## config.mk

```make
export PLATFORM = sky130hd
export DESIGN_NAME = ddr_port_arbiter_flat
export DESIGN_NICKNAME = d
export VERILOG_FILES = /design/src/rtl/ddr_port_arbiter_if.sv /design/src/rtl/ddr_port_arbiter.sv /design/src/flat_wrapper.sv
export SDC_FILE = /design/constraint.sdc
export NUM_CORES = 1
export LEC_CHECK = 0
export ABC_AREA = 0
export BUFFER_PORTS_ARGS = -buffer_cell sky130_fd_sc_hd__clkbuf_2
export CORE_AREA = 8 8 677 679
export CTS_CLUSTER_DIAMETER = 50
export DETAILED_ROUTE_END_ITERATION = 8
export DIE_AREA = 0 0 685 687
export GPL_TIMING_DRIVEN = 0
export PLACE_DENSITY = 0.3
export SLEW_MARGIN = 30
export SYNTH_ARGS = -nofsm -noshare
export SYNTH_HDL_FRONTEND = slang
export SYNTH_SLANG_ARGS = --single-unit
export TNS_END_PERCENT = 20
```

## constraint.sdc

```tcl
create_clock -name avalon_clk -period 40 [get_ports avalon_clk]
set_clock_uncertainty 0.15 [all_clocks]
set_input_delay 12 -clock avalon_clk [delete_from_list [all_inputs] [get_ports avalon_clk]]
set_output_delay 12 -clock avalon_clk [all_outputs]
set_load 0.02 [all_outputs]
```

## src/rtl/ddr_port_arbiter_if.sv

```systemverilog
`default_nettype none
// ============================================================================
// Module   : ddr_port_arbiter_if
// Purpose  : Client, Avalon-MM bridge and status signals of ddr_port_arbiter.
// Revision : 1.0 - initial release
// ============================================================================
interface ddr_port_arbiter_if;
    logic         local_cal_success;

    logic         c0_req;
    logic         c0_we;
    logic [24:0]  c0_addr;
    logic [255:0] c0_wdata;
    logic [31:0]  c0_be;
    logic         c0_gnt;
    logic         c0_done;
    logic         c0_rvalid;
    logic [255:0] c0_rdata;

    logic         c1_req;
    logic         c1_we;
    logic [24:0]  c1_addr;
    logic [255:0] c1_wdata;
    logic [31:0]  c1_be;
    logic         c1_gnt;
    logic         c1_done;
    logic         c1_rvalid;
    logic [255:0] c1_rdata;

    logic         wr_rq;
    logic         rd_rq;
    logic [24:0]  wr_adr;
    logic [24:0]  rd_adr;
    logic [255:0] wr_data;
    logic [31:0]  byte_enable;
    logic         rd_valid;
    logic [255:0] rd_data;
    logic         action_done;

    logic         busy;
    logic         err;
    logic         timeout_err;

    // Arbiter side
    modport master (
        input  local_cal_success,
        input  c0_req, c0_we, c0_addr, c0_wdata, c0_be,
        output c0_gnt, c0_done, c0_rvalid, c0_rdata,
        input  c1_req, c1_we, c1_addr, c1_wdata, c1_be,
        output c1_gnt, c1_done, c1_rvalid, c1_rdata,
        output wr_rq, rd_rq, wr_adr, rd_adr, wr_data, byte_enable,
        input  rd_valid, rd_data, action_done,
        output busy, err, timeout_err
    );

    // Clients and bridge side
    modport slave (
        output local_cal_success,
        output c0_req, c0_we, c0_addr, c0_wdata, c0_be,
        input  c0_gnt, c0_done, c0_rvalid, c0_rdata,
        output c1_req, c1_we, c1_addr, c1_wdata, c1_be,
        input  c1_gnt, c1_done, c1_rvalid, c1_rdata,
        input  wr_rq, rd_rq, wr_adr, rd_adr, wr_data, byte_enable,
        output rd_valid, rd_data, action_done,
        input  busy, err, timeout_err
    );
endinterface
`default_nettype wire

```

## src/rtl/ddr_port_arbiter.sv

```systemverilog
`default_nettype none
// ============================================================================
// Module   : ddr_port_arbiter
// Purpose  : Two-client round-robin arbiter in front of a DDR Avalon-MM bridge.
// Revision : 1.0 - initial release
// ============================================================================
module ddr_port_arbiter #(
    parameter int TIMEOUT_CYCLES = 1024
) (
    input  logic                avalon_clk,
    input  logic                avalon_reset,
    ddr_port_arbiter_if.master  bus
);

    localparam logic [15:0] c_timeout_last = 16'(TIMEOUT_CYCLES - 1);

    typedef enum logic [1:0] {
        ST_IDLE  = 2'd0,
        ST_ISSUE = 2'd1,
        ST_WAIT  = 2'd2,
        ST_RESP  = 2'd3
    } state_t;

    state_t        r_state;
    state_t        w_state_nxt;
    logic          w_grant;
    logic          w_timeout;
    logic          w_win_id;
    logic          w_win_we;
    logic [24:0]   w_win_addr;
    logic [255:0]  w_win_wdata;
    logic [31:0]   w_win_be;
    logic          w_capture;
    logic          w_enter_resp;
    logic          w_rvalid_nxt;

    logic          r_cur_id;
    logic          r_cur_we;
    logic          r_last_id;
    logic          r_rd_seen;
    logic [15:0]   r_cnt;
    logic          r_c0_gnt, r_c1_gnt;
    logic          r_c0_done, r_c1_done;
    logic          r_c0_rvalid, r_c1_rvalid;
    logic [255:0]  r_c0_rdata, r_c1_rdata;
    logic          r_wr_rq, r_rd_rq;
    logic [24:0]   r_wr_adr, r_rd_adr;
    logic [255:0]  r_wr_data;
    logic [31:0]   r_byte_enable;
    logic          r_busy, r_err, r_timeout_err;

    // Tie goes to the client that was not served last
    assign w_win_id    = (bus.c0_req && bus.c1_req) ? ~r_last_id : bus.c1_req;
    assign w_win_we    = w_win_id ? bus.c1_we    : bus.c0_we;
    assign w_win_addr  = w_win_id ? bus.c1_addr  : bus.c0_addr;
    assign w_win_wdata = w_win_id ? bus.c1_wdata : bus.c0_wdata;
    assign w_win_be    = w_win_id ? bus.c1_be    : bus.c0_be;

    always_comb begin
        w_state_nxt = r_state;
        w_grant     = 1'b0;
        w_timeout   = 1'b0;
        case (r_state)
            ST_IDLE: begin
                if (bus.local_cal_success && (bus.c0_req || bus.c1_req)) begin
                    w_grant     = 1'b1;
                    w_state_nxt = ST_ISSUE;
                end
            end
            ST_ISSUE: begin
                w_state_nxt = bus.action_done ? ST_RESP : ST_WAIT;
            end
            ST_WAIT: begin
                if (bus.action_done) begin
                    w_state_nxt = ST_RESP;
                end else if (r_cnt == c_timeout_last) begin
                    w_timeout   = 1'b1;
                    w_state_nxt = ST_RESP;
                end
            end
            default: begin
                w_state_nxt = ST_IDLE;
            end
        endcase
    end

    assign w_capture    = ((r_state == ST_ISSUE) || (r_state == ST_WAIT)) && !r_cur_we && bus.rd_valid;
    assign w_enter_resp = (r_state != ST_RESP) && (w_state_nxt == ST_RESP);
    // Read data arriving together with action_done still counts as seen
    assign w_rvalid_nxt = w_enter_resp && !r_cur_we && (r_rd_seen || w_capture) && !w_timeout;

    always_ff @(posedge avalon_clk or posedge avalon_reset) begin
        if (avalon_reset) begin
            r_state       <= ST_IDLE;
            r_cur_id      <= 1'b0;
            r_cur_we      <= 1'b0;
            r_last_id     <= 1'b1;
            r_rd_seen     <= 1'b0;
            r_cnt         <= 16'd0;
            r_c0_gnt      <= 1'b0;
            r_c1_gnt      <= 1'b0;
            r_c0_done     <= 1'b0;
            r_c1_done     <= 1'b0;
            r_c0_rvalid   <= 1'b0;
            r_c1_rvalid   <= 1'b0;
            r_c0_rdata    <= '0;
            r_c1_rdata    <= '0;
            r_wr_rq       <= 1'b0;
            r_rd_rq       <= 1'b0;
            r_wr_adr      <= '0;
            r_rd_adr      <= '0;
            r_wr_data     <= '0;
            r_byte_enable <= '0;
            r_busy        <= 1'b0;
            r_err         <= 1'b0;
            r_timeout_err <= 1'b0;
        end else begin
            r_state     <= w_state_nxt;
            r_busy      <= (w_state_nxt != ST_IDLE);
            r_c0_gnt    <= w_grant && !w_win_id;
            r_c1_gnt    <= w_grant &&  w_win_id;
            r_wr_rq     <= w_grant &&  w_win_we;
            r_rd_rq     <= w_grant && !w_win_we;
            r_c0_done   <= w_enter_resp && !r_cur_id;
            r_c1_done   <= w_enter_resp &&  r_cur_id;
            r_c0_rvalid <= w_rvalid_nxt && !r_cur_id;
            r_c1_rvalid <= w_rvalid_nxt &&  r_cur_id;
            r_err       <= w_enter_resp && w_timeout;

            if (w_timeout) begin
                r_timeout_err <= 1'b1;
            end

            if (w_grant) begin
                r_cur_id      <= w_win_id;
                r_cur_we      <= w_win_we;
                r_wr_adr      <= w_win_addr;
                r_rd_adr      <= w_win_addr;
                r_wr_data     <= w_win_wdata;
                r_byte_enable <= w_win_be;
                r_rd_seen     <= 1'b0;
            end else if (w_capture) begin
                r_rd_seen <= 1'b1;
                if (r_cur_id) begin
                    r_c1_rdata <= bus.rd_data;
                end else begin
                    r_c0_rdata <= bus.rd_data;
                end
            end

            if (r_state == ST_ISSUE) begin
                r_cnt <= 16'd0;
            end else if ((r_state == ST_WAIT) && !bus.action_done) begin
                r_cnt <= r_cnt + 16'd1;
            end

            if (r_state == ST_RESP) begin
                r_last_id <= r_cur_id;
            end
        end
    end

    assign bus.c0_gnt      = r_c0_gnt;
    assign bus.c1_gnt      = r_c1_gnt;
    assign bus.c0_done     = r_c0_done;
    assign bus.c1_done     = r_c1_done;
    assign bus.c0_rvalid   = r_c0_rvalid;
    assign bus.c1_rvalid   = r_c1_rvalid;
    assign bus.c0_rdata    = r_c0_rdata;
    assign bus.c1_rdata    = r_c1_rdata;
    assign bus.wr_rq       = r_wr_rq;
    assign bus.rd_rq       = r_rd_rq;
    assign bus.wr_adr      = r_wr_adr;
    assign bus.rd_adr      = r_rd_adr;
    assign bus.wr_data     = r_wr_data;
    assign bus.byte_enable = r_byte_enable;
    assign bus.busy        = r_busy;
    assign bus.err         = r_err;
    assign bus.timeout_err = r_timeout_err;

endmodule
`default_nettype wire

```

## src/flat_wrapper.sv

```systemverilog
// flat-port wrapper written by rule: the top's interface ports become plain ports
module ddr_port_arbiter_flat 
#(
    parameter int TIMEOUT_CYCLES = 1024
)
  (avalon_clk, avalon_reset, bus_local_cal_success, bus_c0_req, bus_c0_we, bus_c0_addr, bus_c0_wdata, bus_c0_be, bus_c0_gnt, bus_c0_done, bus_c0_rvalid, bus_c0_rdata, bus_c1_req, bus_c1_we, bus_c1_addr, bus_c1_wdata, bus_c1_be, bus_c1_gnt, bus_c1_done, bus_c1_rvalid, bus_c1_rdata, bus_wr_rq, bus_rd_rq, bus_wr_adr, bus_rd_adr, bus_wr_data, bus_byte_enable, bus_rd_valid, bus_rd_data, bus_action_done, bus_busy, bus_err, bus_timeout_err);
  ddr_port_arbiter_if bus_i ();
  input  logic avalon_clk;
  input  logic avalon_reset;
  input wire logic [$bits(bus_i.local_cal_success)-1:0] bus_local_cal_success;
  input wire logic [$bits(bus_i.c0_req)-1:0] bus_c0_req;
  input wire logic [$bits(bus_i.c0_we)-1:0] bus_c0_we;
  input wire logic [$bits(bus_i.c0_addr)-1:0] bus_c0_addr;
  input wire logic [$bits(bus_i.c0_wdata)-1:0] bus_c0_wdata;
  input wire logic [$bits(bus_i.c0_be)-1:0] bus_c0_be;
  output wire logic [$bits(bus_i.c0_gnt)-1:0] bus_c0_gnt;
  output wire logic [$bits(bus_i.c0_done)-1:0] bus_c0_done;
  output wire logic [$bits(bus_i.c0_rvalid)-1:0] bus_c0_rvalid;
  output wire logic [$bits(bus_i.c0_rdata)-1:0] bus_c0_rdata;
  input wire logic [$bits(bus_i.c1_req)-1:0] bus_c1_req;
  input wire logic [$bits(bus_i.c1_we)-1:0] bus_c1_we;
  input wire logic [$bits(bus_i.c1_addr)-1:0] bus_c1_addr;
  input wire logic [$bits(bus_i.c1_wdata)-1:0] bus_c1_wdata;
  input wire logic [$bits(bus_i.c1_be)-1:0] bus_c1_be;
  output wire logic [$bits(bus_i.c1_gnt)-1:0] bus_c1_gnt;
  output wire logic [$bits(bus_i.c1_done)-1:0] bus_c1_done;
  output wire logic [$bits(bus_i.c1_rvalid)-1:0] bus_c1_rvalid;
  output wire logic [$bits(bus_i.c1_rdata)-1:0] bus_c1_rdata;
  output wire logic [$bits(bus_i.wr_rq)-1:0] bus_wr_rq;
  output wire logic [$bits(bus_i.rd_rq)-1:0] bus_rd_rq;
  output wire logic [$bits(bus_i.wr_adr)-1:0] bus_wr_adr;
  output wire logic [$bits(bus_i.rd_adr)-1:0] bus_rd_adr;
  output wire logic [$bits(bus_i.wr_data)-1:0] bus_wr_data;
  output wire logic [$bits(bus_i.byte_enable)-1:0] bus_byte_enable;
  input wire logic [$bits(bus_i.rd_valid)-1:0] bus_rd_valid;
  input wire logic [$bits(bus_i.rd_data)-1:0] bus_rd_data;
  input wire logic [$bits(bus_i.action_done)-1:0] bus_action_done;
  output wire logic [$bits(bus_i.busy)-1:0] bus_busy;
  output wire logic [$bits(bus_i.err)-1:0] bus_err;
  output wire logic [$bits(bus_i.timeout_err)-1:0] bus_timeout_err;
  assign bus_i.local_cal_success = bus_local_cal_success;
  assign bus_i.c0_req = bus_c0_req;
  assign bus_i.c0_we = bus_c0_we;
  assign bus_i.c0_addr = bus_c0_addr;
  assign bus_i.c0_wdata = bus_c0_wdata;
  assign bus_i.c0_be = bus_c0_be;
  assign bus_c0_gnt = bus_i.c0_gnt;
  assign bus_c0_done = bus_i.c0_done;
  assign bus_c0_rvalid = bus_i.c0_rvalid;
  assign bus_c0_rdata = bus_i.c0_rdata;
  assign bus_i.c1_req = bus_c1_req;
  assign bus_i.c1_we = bus_c1_we;
  assign bus_i.c1_addr = bus_c1_addr;
  assign bus_i.c1_wdata = bus_c1_wdata;
  assign bus_i.c1_be = bus_c1_be;
  assign bus_c1_gnt = bus_i.c1_gnt;
  assign bus_c1_done = bus_i.c1_done;
  assign bus_c1_rvalid = bus_i.c1_rvalid;
  assign bus_c1_rdata = bus_i.c1_rdata;
  assign bus_wr_rq = bus_i.wr_rq;
  assign bus_rd_rq = bus_i.rd_rq;
  assign bus_wr_adr = bus_i.wr_adr;
  assign bus_rd_adr = bus_i.rd_adr;
  assign bus_wr_data = bus_i.wr_data;
  assign bus_byte_enable = bus_i.byte_enable;
  assign bus_i.rd_valid = bus_rd_valid;
  assign bus_i.rd_data = bus_rd_data;
  assign bus_i.action_done = bus_action_done;
  assign bus_busy = bus_i.busy;
  assign bus_err = bus_i.err;
  assign bus_timeout_err = bus_i.timeout_err;
  ddr_port_arbiter #(.TIMEOUT_CYCLES(TIMEOUT_CYCLES)) u_core (.avalon_clk(avalon_clk), .avalon_reset(avalon_reset), .bus(bus_i));
endmodule
```

==> Word level (Yosys, flattened, before mapping) <==
Index checks and enable logic that the tools add are counted.
{ "classes": {"reduce_logical": 33, "muxes": 19, "n_eq_ne": 6, "bitwise_logic": 3, "n_addsub": 1} }
{ "op_table": {"columns": ["op", "count"], "rows": [
  ["$mux W256", 1],
  ["$mux W16", 2],
  ["$mux W32", 1],
  ["$mux W25", 1],
  ["$logic_and A1 B1 Y1", 18],
  ["$add A16 B1 Y16 const B", 1],
  ["$eq A16 B10 Y1 const B", 1],
  ["$mux W1", 10],
  ["$eq A2 B2 Y1 const B", 3],
  ["$logic_not A1 Y1", 6],
  ["$mux W2", 3],
  ["$pmux W2 S3", 1],
  ["$reduce_and A3 Y1", 2],
  ["$reduce_bool A2 Y1", 3],
  ["$logic_or A1 B1 Y1", 3],
  ["$not A1 Y1", 3],
  ["$eq A2 B1 Y1 const B", 1],
  ["$logic_not A2 Y1", 1],
  ["$ne A2 B2 Y1 const B", 1]
]} }
{ "totals": {"wordCells": 84, "out_inout_bits": 861, "regBits": 858, "inputBits": 891} }

==> Logic depth before layout (Yosys ltp) <==
Gate-level depths: netlist of the first run.
{ "depth": {"ltp_word": 10, "ltp_mapped": 8, "ltp_nobuf": 6} }

==> Least setup slack after synthesis of the first run <==
No wires, ideal clock.
{ "synth_timing": {"path_type": "input port to flip-flop", "start": "input port bus_c1_req", "end": "register u_core.r_c0_rdata[149] (netlist: u_core.bus.c0_rdata[149])", "setup_time_ns": 0.128, "setup_slack_ns": 26.340, "t_required_ns": 39.722, "t_arrival_ns": 13.383, "cell_stages": 6, "n_path_buf": 2, "path_cell_list": "or2_1 > and3_1 > nor4_4 > buf_2 > buf_2 > mux2_1"} }
{ "synth_via": {"elab_chain_cells": 6} }
{ "synth_rtl": {"columns": ["element", "line_no", "rtl"], "rows": [
  ["from (decl)", "flat_wrapper.sv:20", "input wire logic [$bits(bus_i.c1_req)-1:0] bus_c1_req;"],
  ["$logic_or A1 B1 Y1", "ddr_port_arbiter.sv:65", "if (bus.local_cal_success && (bus.c0_req || bus.c1_req)) begin"],
  ["$logic_and A1 B1 Y1", "ddr_port_arbiter.sv:65", null],
  ["$mux W1", "ddr_port_arbiter.sv:65", null],
  ["$mux W1", "ddr_port_arbiter.sv:63", "case (r_state)"],
  ["$not A1 Y1 (no line)", null, null],
  ["$reduce_and A3 Y1 (no line)", null, null],
  ["to (signal assigned)", "ddr_port_arbiter.sv:147", "r_c0_rdata <= bus.rd_data;"],
  ["to (decl)", "ddr_port_arbiter.sv:45", "logic [255:0] r_c0_rdata, r_c1_rdata;"]
]} }
Every way passes these cells.
A chain may end at the register's enable or synchronous reset.

==> Final worst setup path of the first run <==
{ "layout_timing": {"start": "input port bus_c1_req", "end": "register u_core.r_c1_rdata[157] (netlist: u_core.bus.c1_rdata[157])"} }
{ "layout_via": {"elab_chain_cells": 6} }
{ "layout_rtl": {"columns": ["element", "line_no", "rtl"], "rows": [
  ["$logic_or A1 B1 Y1", "ddr_port_arbiter.sv:65", null],
  ["$logic_and A1 B1 Y1", "ddr_port_arbiter.sv:65", null],
  ["$mux W1", "ddr_port_arbiter.sv:65", null],
  ["$mux W1", "ddr_port_arbiter.sv:63", null],
  ["$not A1 Y1 (no line)", null, null],
  ["$reduce_and A3 Y1 (no line)", null, null],
  ["to (signal assigned)", "ddr_port_arbiter.sv:145", "r_c1_rdata <= bus.rd_data;"],
  ["to (decl)", "ddr_port_arbiter.sv:45", null]
]} }
Every way passes these cells.

==> impl_metrics.env, run 1 <==
export IMPL_synthSimpleGateAreaFrac_pct=4.50
export IMPL_rsz0062_at_grt="false"
export IMPL_vias=31419
export IMPL_leakage_uw=0.0275
export IMPL_synthXorXnorAreaFrac_pct=0.226
export IMPL_synth_area_sq_mm=0.0348
export IMPL_synth_ff_type="dfrtp_1"
export IMPL_fp_dieH_um=687
export IMPL_synthCells=2616
export IMPL_crit_path_top_delay_cell="nand3_1"
export IMPL_drt_first_iter_violations=1780
export IMPL_crit_buf_inv=5
export IMPL_initial_core_util_pct=7.79
export IMPL_finalWirelength_mm=328
export IMPL_drive_gt1_share_pct=50.7
export IMPL_yosys_warnings=0
export IMPL_synth_area_leader_cell="dfrtp_1"
export IMPL_critPathMostFrequentCell="clkbuf_2"
export IMPL_cp_top_family="buffers and inverters"
export IMPL_syn_nets=3512
export IMPL_synth_fa_ha_area_share_pct=0.180
export IMPL_relSlewSlack_pct=22.3
export IMPL_async_flop_share_pct=100
export IMPL_placementRows=246
export IMPL_ant_nets=0
export IMPL_crit_chain="clkbuf_2 -> o211ai_1 -> buf_4 -> nand3_1 -> clkbuf_2 -> buf_16 -> buf_2 -> mux2_2"
export IMPL_fin_nets=5469
export IMPL_cap_violations=0
export IMPL_worst_pin_slew_ns=1.13
export IMPL_synthMuxAreaShare_pct=25.6
export IMPL_gp_congestion=0.968
export IMPL_synth_edf_count=0
export IMPL_die_area_sq_mm=0.471
export IMPL_antenna_found_initial=249
export IMPL_post_cts_buffers=0
export IMPL_vias_per_cell=2.93
export IMPL_crit_type="in2reg"
export IMPL_ir_worst_vdd_mv=0.0324
export IMPL_grt_pass1_vias=32920
export IMPL_wl_per_cell_um=30.6
export IMPL_die_w_um=685
export IMPL_setup_viol=0
export IMPL_worstSkewPairLatency_ns=0.80
export IMPL_drv_slew=0
export IMPL_firstDrtPassIters=7
export IMPL_track_usage_pct=13.3
export IMPL_cpPeakStageDelay_ns=0.63
export IMPL_htreeDepth=4
export IMPL_grt_first_pass_wirelength_mm=403
export IMPL_post_cts_resized=0
export IMPL_power_density_mw_per_mm2=90.0
export IMPL_syn2layout_area_growth_pct=66.8
export IMPL_io_pins=1752
export IMPL_path_max_fanout=12
export IMPL_hpwl_mm=291
export IMPL_cts_buffers=182
export IMPL_fp_coreArea_sq_mm=0.447
export IMPL_clock_path_buffers=4
export IMPL_status="finished clean"
export IMPL_fin_cells=10726
export IMPL_avgSynthCellArea_sq_um=13.3
export IMPL_final_min_clock_period_ns=14.47
export IMPL_ys_types=44
export IMPL_dp_cells=10341
export IMPL_max_freq_mhz=69.1
export IMPL_ctsHoldBuffers=0
export IMPL_end_kind="flop"
export IMPL_drc=0
export IMPL_clk_pin_slew_ns=0.05
export IMPL_grt_overflow=0
export IMPL_layout_common_cells="clkbuf_2 (1768), dfrtp_1 (857), mux2_1 (349)"
export IMPL_synth_top_family_by_area="multiplexers"
export IMPL_root_buffer="clkbuf_16"
export IMPL_grt_max_degree=88
export IMPL_cts_sinks=858
export IMPL_fin_crit_sh_pct=36.2
export IMPL_portBuffers=1751
export IMPL_yosysTopAreaCellShare_pct=61.6
export IMPL_hold_class="reg2reg"
export IMPL_ys_top_cells_by_area="dfrtp_1 (62%), mux2_1 (11%), mux2i_1 (9.1%), mux2_2 (5.3%), nand2_1 (3.5%)"
export IMPL_seq_area_frac_synth_pct=61.6
export IMPL_timing_hold_ws_ns=0.320
export IMPL_cts_tree="done"
export IMPL_arrival_ns=15.04
export IMPL_synth_compound_area_share_pct=4.98
export IMPL_synth_seq_cells=858
export IMPL_cp_start_kind="input pin"
export IMPL_crit_required_ns=40.56
export IMPL_final_common_cell="clkbuf_2"
export IMPL_final_hold_viol_count=0
-- final cells by class --
class / instances / area (sq um)
fill: 50917 / 389000
timing repair buffer: 1773 / 9290
sequential: 858 / 21500
multi-input combinational: 1563 / 12400
clock inverter: 107 / 1330
inverter: 7 / 33.8
tap: 5952 / 7450
buffer: 188 / 987
clock buffer: 224 / 4980
antenna: 54 / 135
-- registers in the layout (all words and copies together) (netlist names), 2 cells and up --
signal,count
u_core.bus.c1_rdata,256
u_core.r_cnt,16
u_core.bus.byte_enable,32
u_core.bus.c0_rdata,256
u_core.bus.wr_adr,25
u_core.r_state,2
u_core.bus.wr_data,256
-- cells in the mapped netlist (4+ instances only) --
master,count
a21oi_1,8
buf_1,12
buf_2,64
buf_4,46
clkbuf_1,66
dfrtp_1,857
ha_1,5
inv_1,7
mux2_1,349
mux2_2,164
mux2i_1,315
nand2_1,321
nand3_1,5
nand4_1,4
nor2_1,19
o21ai_0,213
o21ai_1,106
or4_1,4
xor2_1,6
-- logic make-up after synthesis --
| group | count (synthesis) |
|---|---|
| AOI/OAI and AO/OA | 339 |
| xor gates and xnor gates | 9 |
| adders and majority gates | 5 |
| buffers and inverters | 195 |
| DFF | 858 |
| muxes | 828 |
| and+or+nand+nor | 382 |
-- per-stage QoR --
stage          utilization [%]  worst slack, ns  TNS (ns)  total power [uW]  cell area, sq um
5_1_grt                   13.0            25.41         0              5510             58000
6_report                  13.0            25.53         0              5230             58100
3_5_place_dp              11.5            24.51         0              3730             51600
4_1_cts                   13.0            25.49         0              5360             57900
3_3_place_gp              11.4            -9.69  -7962.34              3710             51000
2_1_floorplan                -             3.74         0              2480             34800
-- per-layer routing --
layer	part of all wire [%]	routed length, um	GRT usage [%]
met5	0.11	353	0
met4	3.1	10300	3.42
met3	11	35200	6.33
met2	48	159000	22.9
met1	38	123000	14.8
-- where the power goes --
group	internal, uW	leakage, uW	switching (uW)
sequential	1270	0.0106	261
clock	1000	0.00305	578
combinational	609	0.0138	1500
total	2890	0.0275	2340
-- path summary, 6_finish.rpt --
kind	start	depth (start not counted)	slack, ns	endpoint
min	u_core.bus.timeout_err	1	0.32	u_core.bus.timeout_err
min in group asynchronous	avalon_reset	2	11.01	u_core.bus.wr_adr[23]
max reg2reg	u_core.r_state[1]	9	36.26	u_core.bus.c1_rdata[157]
max	bus_c1_req	8	25.53	u_core.bus.c1_rdata[157]
min reg2reg	u_core.bus.timeout_err	1	0.32	u_core.bus.timeout_err
max in group asynchronous	avalon_reset	7	26.19	u_core.bus.c0_rdata[63]
Power figures use the tool's default switching activity.
==> run 2: changes to the inputs <==
clock period = 13.5 ns   (was 40 ns; I/O delays follow)
==> run 2 against run 1 <==
Effect of this change: cell count is 0.20% higher; highest routed layer unchanged; sequential share of layout area is 0.40 points lower; setup slack worse by 19 ns; largest power group unchanged.
==> impl_metrics.env, run 2 (synthesis gave the netlist of run 1 again) <==
export IMPL_worstSkewPairLatency_ns=0.89
export IMPL_ant_nets=0
export IMPL_track_usage_pct=13.4
export IMPL_cts_buffers=178
export IMPL_fp_dieH_um=687
export IMPL_seq_area_sq_mm=0.0215
export IMPL_path_max_fanout=10
export IMPL_initial_core_util_pct=7.79
export IMPL_vias_per_cell=2.93
export IMPL_drt_first_iter_violations=1619
export IMPL_firstDrtPassIters=5
export IMPL_cts_sinks=858
export IMPL_final_util_pct=13.1
export IMPL_status="finished clean"
export IMPL_syn2layout_area_growth_pct=68.6
export IMPL_grt_max_degree=30
export IMPL_wl_per_cell_um=30.6
export IMPL_clk_pin_slew_ns=0.05
export IMPL_end_kind="flop"
export IMPL_portBuffers=1751
export IMPL_die_area_sq_mm=0.471
export IMPL_worst_pin_slew_ns=1.19
export IMPL_arrival_ns=7.26
export IMPL_use_met2_pct=23.6
export IMPL_clock_path_buffers=4
export IMPL_fin_nets=5495
export IMPL_vias=31514
export IMPL_leakage_uw=0.0278
export IMPL_grt_util_met1_pct=14.5
export IMPL_r2r_start="u_core.r_state[1]"
export IMPL_fin_crit_sh_pct=49.7
export IMPL_relSlewSlack_pct=18.4
export IMPL_multiInputGateArea_sq_mm=0.0124
export IMPL_grt_first_pass_wirelength_mm=406
export IMPL_cts_tree="done"
export IMPL_io_pins=1752
export IMPL_crit_type="in2reg"
export IMPL_pre_cts_ws_ns=5.64
export IMPL_rsz0062_at_grt="false"
export IMPL_timing_hold_ws_ns=0.328
export IMPL_fillers=50798
export IMPL_grt_overflow=0
export IMPL_placementRows=246
export IMPL_power_density_mw_per_mm2=266
export IMPL_ir_worst_vdd_mv=0.108
export IMPL_drive_gt1_share_pct=50.9
export IMPL_drc=0
export IMPL_drv_slew=0
export IMPL_hold_class="reg2reg"
export IMPL_gr_usage_met3_pct=6.09
export IMPL_cp_start_kind="input pin"
export IMPL_hpwl_mm=294
export IMPL_post_cts_buffers=0
export IMPL_crit_required_ns=14.05
export IMPL_ctsHoldBuffers=0
export IMPL_die_w_um=685
export IMPL_fin_setup_tns_ns=0
export IMPL_root_buffer="clkbuf_16"
export IMPL_finalWirelength_mm=329
export IMPL_cap_violations=0
export IMPL_htreeDepth=4
export IMPL_max_freq_mhz=149
export IMPL_hold_depth=2
export IMPL_post_cts_resized=0
export IMPL_antenna_found_initial=244
export IMPL_fp_coreArea_sq_mm=0.447
export IMPL_setup_viol=0
export IMPL_final_hold_viol_count=0
export IMPL_r2r_cells=9
export IMPL_cp_startpoint="bus_c1_req"
export IMPL_layout_common_cells="clkbuf_2 (1770), dfrtp_1 (857), mux2_1 (349)"
export IMPL_fin_ws_ns=6.79
export IMPL_gp_congestion=0.917
export IMPL_hp_start="u_core.bus.byte_enable[30]"
export IMPL_final_cell_area_sq_mm=0.0587
export IMPL_final_min_clock_period_ns=6.71
export IMPL_grt_pass1_vias=33364
export IMPL_placed_area_sq_mm=0.0522
export IMPL_busiest_layer="met2"
export IMPL_final_common_cell="clkbuf_2"
run 2: changes by cell type in the layout (fill, tap and decap cells not counted), moves of 5 or more:
cell / change
clkinv_2: -5
bufinv_16: +10
clkbuf_8: -9
buf_12: +27
clkinv_4: +6
run 2: critical path: stages:
cell,delay (ns)
clkbuf_2,0.13
a21boi_1,0.15
buf_2,0.56
buf_2,0.59
buf_2,0.59
mux2i_1,0.93
o21ai_0,0.18
run 2: path summary, 6_finish.rpt:
check | to | slack, ns
setup reg to reg | u_core.bus.c1_rdata[217] | 9.71
max in group asynchronous | u_core.bus.wr_data[45] | 7.49
hold reg to reg | u_core.bus.byte_enable[30] | 0.33
hold / removal | u_core.bus.byte_enable[30] | 0.33
setup / recovery | u_core.bus.wr_data[0] | 6.79
min in group asynchronous | u_core.bus.byte_enable[4] | 3.04
run 2: layout make-up:
cell class / count / area share, %
Sequential cell: 858 / 36.6
Multi-Input combinational cell: 1563 / 21.1
Timing Repair Buffer: 1803 / 16.9
Tap cell: 5952 / 12.7
Clock buffer: 209 / 8.09
Clock inverter: 113 / 2.72
Buffer: 188 / 1.67
Antenna cell: 54 / 0.230
Inverter: 7 / 0.0511
run 2: report_power, final:
part / total (uW) / switching [uW] / internal, uW
Combinational: 6280 / 4450 / 1830
Clock: 4760 / 1700 / 3060
Sequential: 4580 / 808 / 3770
run 2: metrics by stage:
step | power [uW] | std cells
finish | 15600 | 10747
global placement | 11100 | 10319
floorplan | 7350 | 2616
CTS | 16100 | 10693
global route | 16500 | 10713
detailed placement | 11100 | 10371
run 2: routing by layer:
metal  part of all wire (%)  routed length [um]
met5                  0.093                 306
met3                     10               34300
met4                    3.0                9850
met2                     50              163000
met1                     37              121000
==> run 3: changes to the inputs <==
ABC_AREA = 1   (was 0)
CORE_AREA = 8 8 669 671   (was 8 8 677 679)
DIE_AREA = 0 0 677 679   (was 0 0 685 687)
clock period = 6 ns   (was 13.5 ns; I/O delays follow)
==> run 3 against run 2 <==
Effect of this change: synthesized cell count grew 45%; clock power grew 130%; combinational power grew 110%; critical endpoint is now bus_wr_adr[21]; power grew 120%; hold slack is essentially flat; non-clock buffer count grew 43.
==> impl_metrics.env, run 3 <==
export IMPL_status="finished clean"
export IMPL_path_depth=2
export IMPL_yosysTopAreaCellShare_pct=62.9
export IMPL_cp_top_family="buffers and inverters"
export IMPL_drt_first_iter_violations=2562
export IMPL_yosys_warnings=0
export IMPL_crit_chain="buf_4 -> clkbuf_2"
export IMPL_synth_seq_cells=858
export IMPL_r2r_cells=10
export IMPL_fillers=50504
export IMPL_synth_fa_ha_area_share_pct=0.184
export IMPL_syn_nets=4692
export IMPL_initial_core_util_pct=7.81
export IMPL_p_seq_share_pct=29.9
export IMPL_cts_buffers=182
export IMPL_p_clk_share_pct=31.8
export IMPL_synth_edf_count=0
export IMPL_ys_types=27
export IMPL_ys_top_cells_by_area="dfrtp_1 (63%), nand2_1 (16%), o21ai_0 (6.4%), nand3_1 (4.7%), inv_1 (3.2%)"
export IMPL_end_kind="output pin"
export IMPL_synthSimpleGateAreaFrac_pct=21.8
export IMPL_hold_class="reg2reg"
export IMPL_gp_congestion=0.958
export IMPL_cts_sinks=858
export IMPL_finalWirelength_mm=337
export IMPL_post_cts_buffers=0
export IMPL_final_cell_area_sq_mm=0.0576
export IMPL_fp_dieH_um=679
export IMPL_leakage_uw=0.0290
export IMPL_cp_startpoint="u_core.bus.wr_adr[21]"
export IMPL_wl_per_cell_um=28.8
export IMPL_worst_pin_slew_ns=0.885
export IMPL_grt_first_pass_wirelength_mm=427
export IMPL_track_usage_pct=14.0
export IMPL_crit_buf_inv=2
export IMPL_hold_depth=2
export IMPL_final_hold_viol_count=0
export IMPL_placementRows=243
export IMPL_async_flop_share_pct=100
export IMPL_clk_pin_slew_ns=0.06
export IMPL_drive_gt1_share_pct=39.2
export IMPL_grt_max_degree=29
export IMPL_die_area_sq_mm=0.460
export IMPL_ant_nets=0
export IMPL_die_w_um=677
export IMPL_grt_overflow=0
export IMPL_synth_area_sq_mm=0.0341
export IMPL_fin_crit_sh_pct=66.7
export IMPL_timing_hold_ws_ns=0.328
export IMPL_synth_top_family_by_area="simple AND/OR/NAND/NOR gates"
export IMPL_final_common_cell="clkbuf_2"
export IMPL_root_buffer="clkbuf_16"
export IMPL_io_pins=1752
export IMPL_crit_type="reg2out"
export IMPL_crit_path_top_delay_cell="clkbuf_2"
export IMPL_comb_power_share_pct=38.3
export IMPL_fin_nets=6669
export IMPL_cpPeakStageDelay_ns=0.59
export IMPL_synth_compound_area_share_pct=7.94
export IMPL_p_int_uw=18700
export IMPL_antenna_found_initial=170
export IMPL_setup_viol=0
export IMPL_r2r_start="u_core.r_state[0]"
export IMPL_power_density_mw_per_mm2=599
export IMPL_fp_coreArea_sq_mm=0.437
export IMPL_cp_start_kind="flop"
export IMPL_crit_required_ns=4.05
export IMPL_drc=0
export IMPL_synth_area_leader_cell="dfrtp_1"
export IMPL_firstDrtPassIters=7
export IMPL_vias_per_cell=3.13
export IMPL_htreeDepth=4
export IMPL_arrival_ns=2.05
export IMPL_finalPower_uw=34500
export IMPL_worstSkewPairLatency_ns=0.86
export IMPL_synthMuxAreaShare_pct=0
export IMPL_fin_setup_tns_ns=0
export IMPL_clock_path_buffers=4
export IMPL_power_switching_uw=15800
export IMPL_final_min_clock_period_ns=4.00
export IMPL_synthCells=3796
export IMPL_max_freq_mhz=250
export IMPL_hpwl_mm=295
export IMPL_grt_pass1_vias=38301
export IMPL_placed_area_sq_mm=0.0510
export IMPL_path_max_fanout=3
export IMPL_rsz0062_at_grt="false"
export IMPL_syn2layout_area_growth_pct=68.9
export IMPL_ctsHoldBuffers=0
export IMPL_synth_common_cells="nand2_1 (1498), dfrtp_1 (857), o21ai_0 (438)"
export IMPL_relSlewSlack_pct=40.3
export IMPL_p_sw_share_pct=45.7
export IMPL_vias=36568
export IMPL_hp_start="u_core.bus.timeout_err"
export IMPL_portBuffers=1751
export IMPL_drv_slew=0
export IMPL_avgSynthCellArea_sq_um=8.98
export IMPL_synth_ff_type="dfrtp_1"
export IMPL_yosysMostFrequentCell="nand2_1"
export IMPL_cts_tree="done"
export IMPL_cap_violations=0
export IMPL_layout_common_cells="clkbuf_2 (1754), nand2_1 (1498), dfrtp_1 (857)"
export IMPL_seq_area_frac_synth_pct=63.0
export IMPL_ir_worst_vdd_mv=0.239
export IMPL_synthXorXnorAreaFrac_pct=0.0514
export IMPL_post_cts_resized=0
==> run 3: changes by cell type after synthesis, sizes merged, moves of 206 or more <==
cell / previous run / this run
inv: 7 / 291
mux2: 513 / 0
mux2i: 315 / 0
nand2: 321 / 1498
nand3: 5 / 322
o21ai: 319 / 525
==> run 3: power by group through the flow <==
stage / Combinational [uW] / Sequential, uW / Clock, uW
floorplan: 3250 / 12600 / 0
global placement: 13600 / 10400 / 0
detailed placement: 13700 / 10300 / 0
CTS: 13700 / 10300 / 11300
global route: 14200 / 10600 / 11600
finish: 13200 / 10300 / 11000
==> run 3: worst register-to-register path, stage by stage, from the launching register on <==
cell and delay [ns]:
dfrtp_1 0.43, inv_1 0.11, ha_1 0.22, inv_1 0.09
nor2_4 0.16, nand2_1 0.12, inv_2 0.39, buf_4 0.62
buf_2 0.59, nand2_1 0.34, nand3_1 0.15
==> run 3: logic make-up (layout without fill, tap and decap cells) <==
group | count (synthesis) | in the layout
simple gates | 1860 | 1860
other cells | 0 | 20
buf+inv | 532 | 2659
compound gates | 539 | 539
flops | 858 | 858
fa+ha+maj | 5 | 5
xor+xnor | 2 | 2
==> run 3: routing by layer <==
metal  share of wire, %  track usage, %  wire [um]  vias up
met3                8.0            4.76      26900      507
met2                 53            26.8     180000     1726
met5              0.081               0        272        -
li1                   -               -          -    16041
met1                 35            14.6     119000    18252
met4                3.3            3.65      11000       42
==> run 3: path summary, 6_finish.rpt <==
kind / to / slack [ns]
worst min-delay path: u_core.bus.timeout_err / 0.33
worst min register to register: u_core.bus.timeout_err / 0.33
min in group asynchronous: u_core.bus.c1_rdata[44] / 0.79
worst max-delay path: bus_wr_adr[21] / 2.00
worst max register to register: u_core.bus.wr_data[12] / 2.60
max in group asynchronous: u_core.bus.byte_enable[18] / 2.65
==> run 3: final cells by class <==
| class | count | area (sq um) | area share [%] |
|---|---|---|---|
| inverter | 291 | 1100 | 1.91 |
| multi-input combinational | 2406 | 10200 | 17.8 |
| tap | 5757 | 7200 | 12.5 |
| clock inverter | 116 | 1620 | 2.82 |
| timing repair buffer | 1793 | 9700 | 16.9 |
| buffer | 241 | 1300 | 2.26 |
| clock buffer | 218 | 4890 | 8.49 |
| sequential | 858 | 21500 | 37.3 |
| antenna | 20 | 50.0 | 0.0869 |
==> run 3: stage by stage <==
| stage | instances | setup slack [ns] | utilization, % |
|---|---|---|---|
| after floorplan | 3796 | -7.74 | - |
| after CTS | 11680 | 1.74 | 13.2 |
| after detailed placement | 11346 | 1.10 | 11.7 |
| final | 11700 | 2.00 | 13.2 |
| after global routing | 11691 | 1.89 | 13.2 |
| after global placement | 11304 | -15.60 | 11.5 |
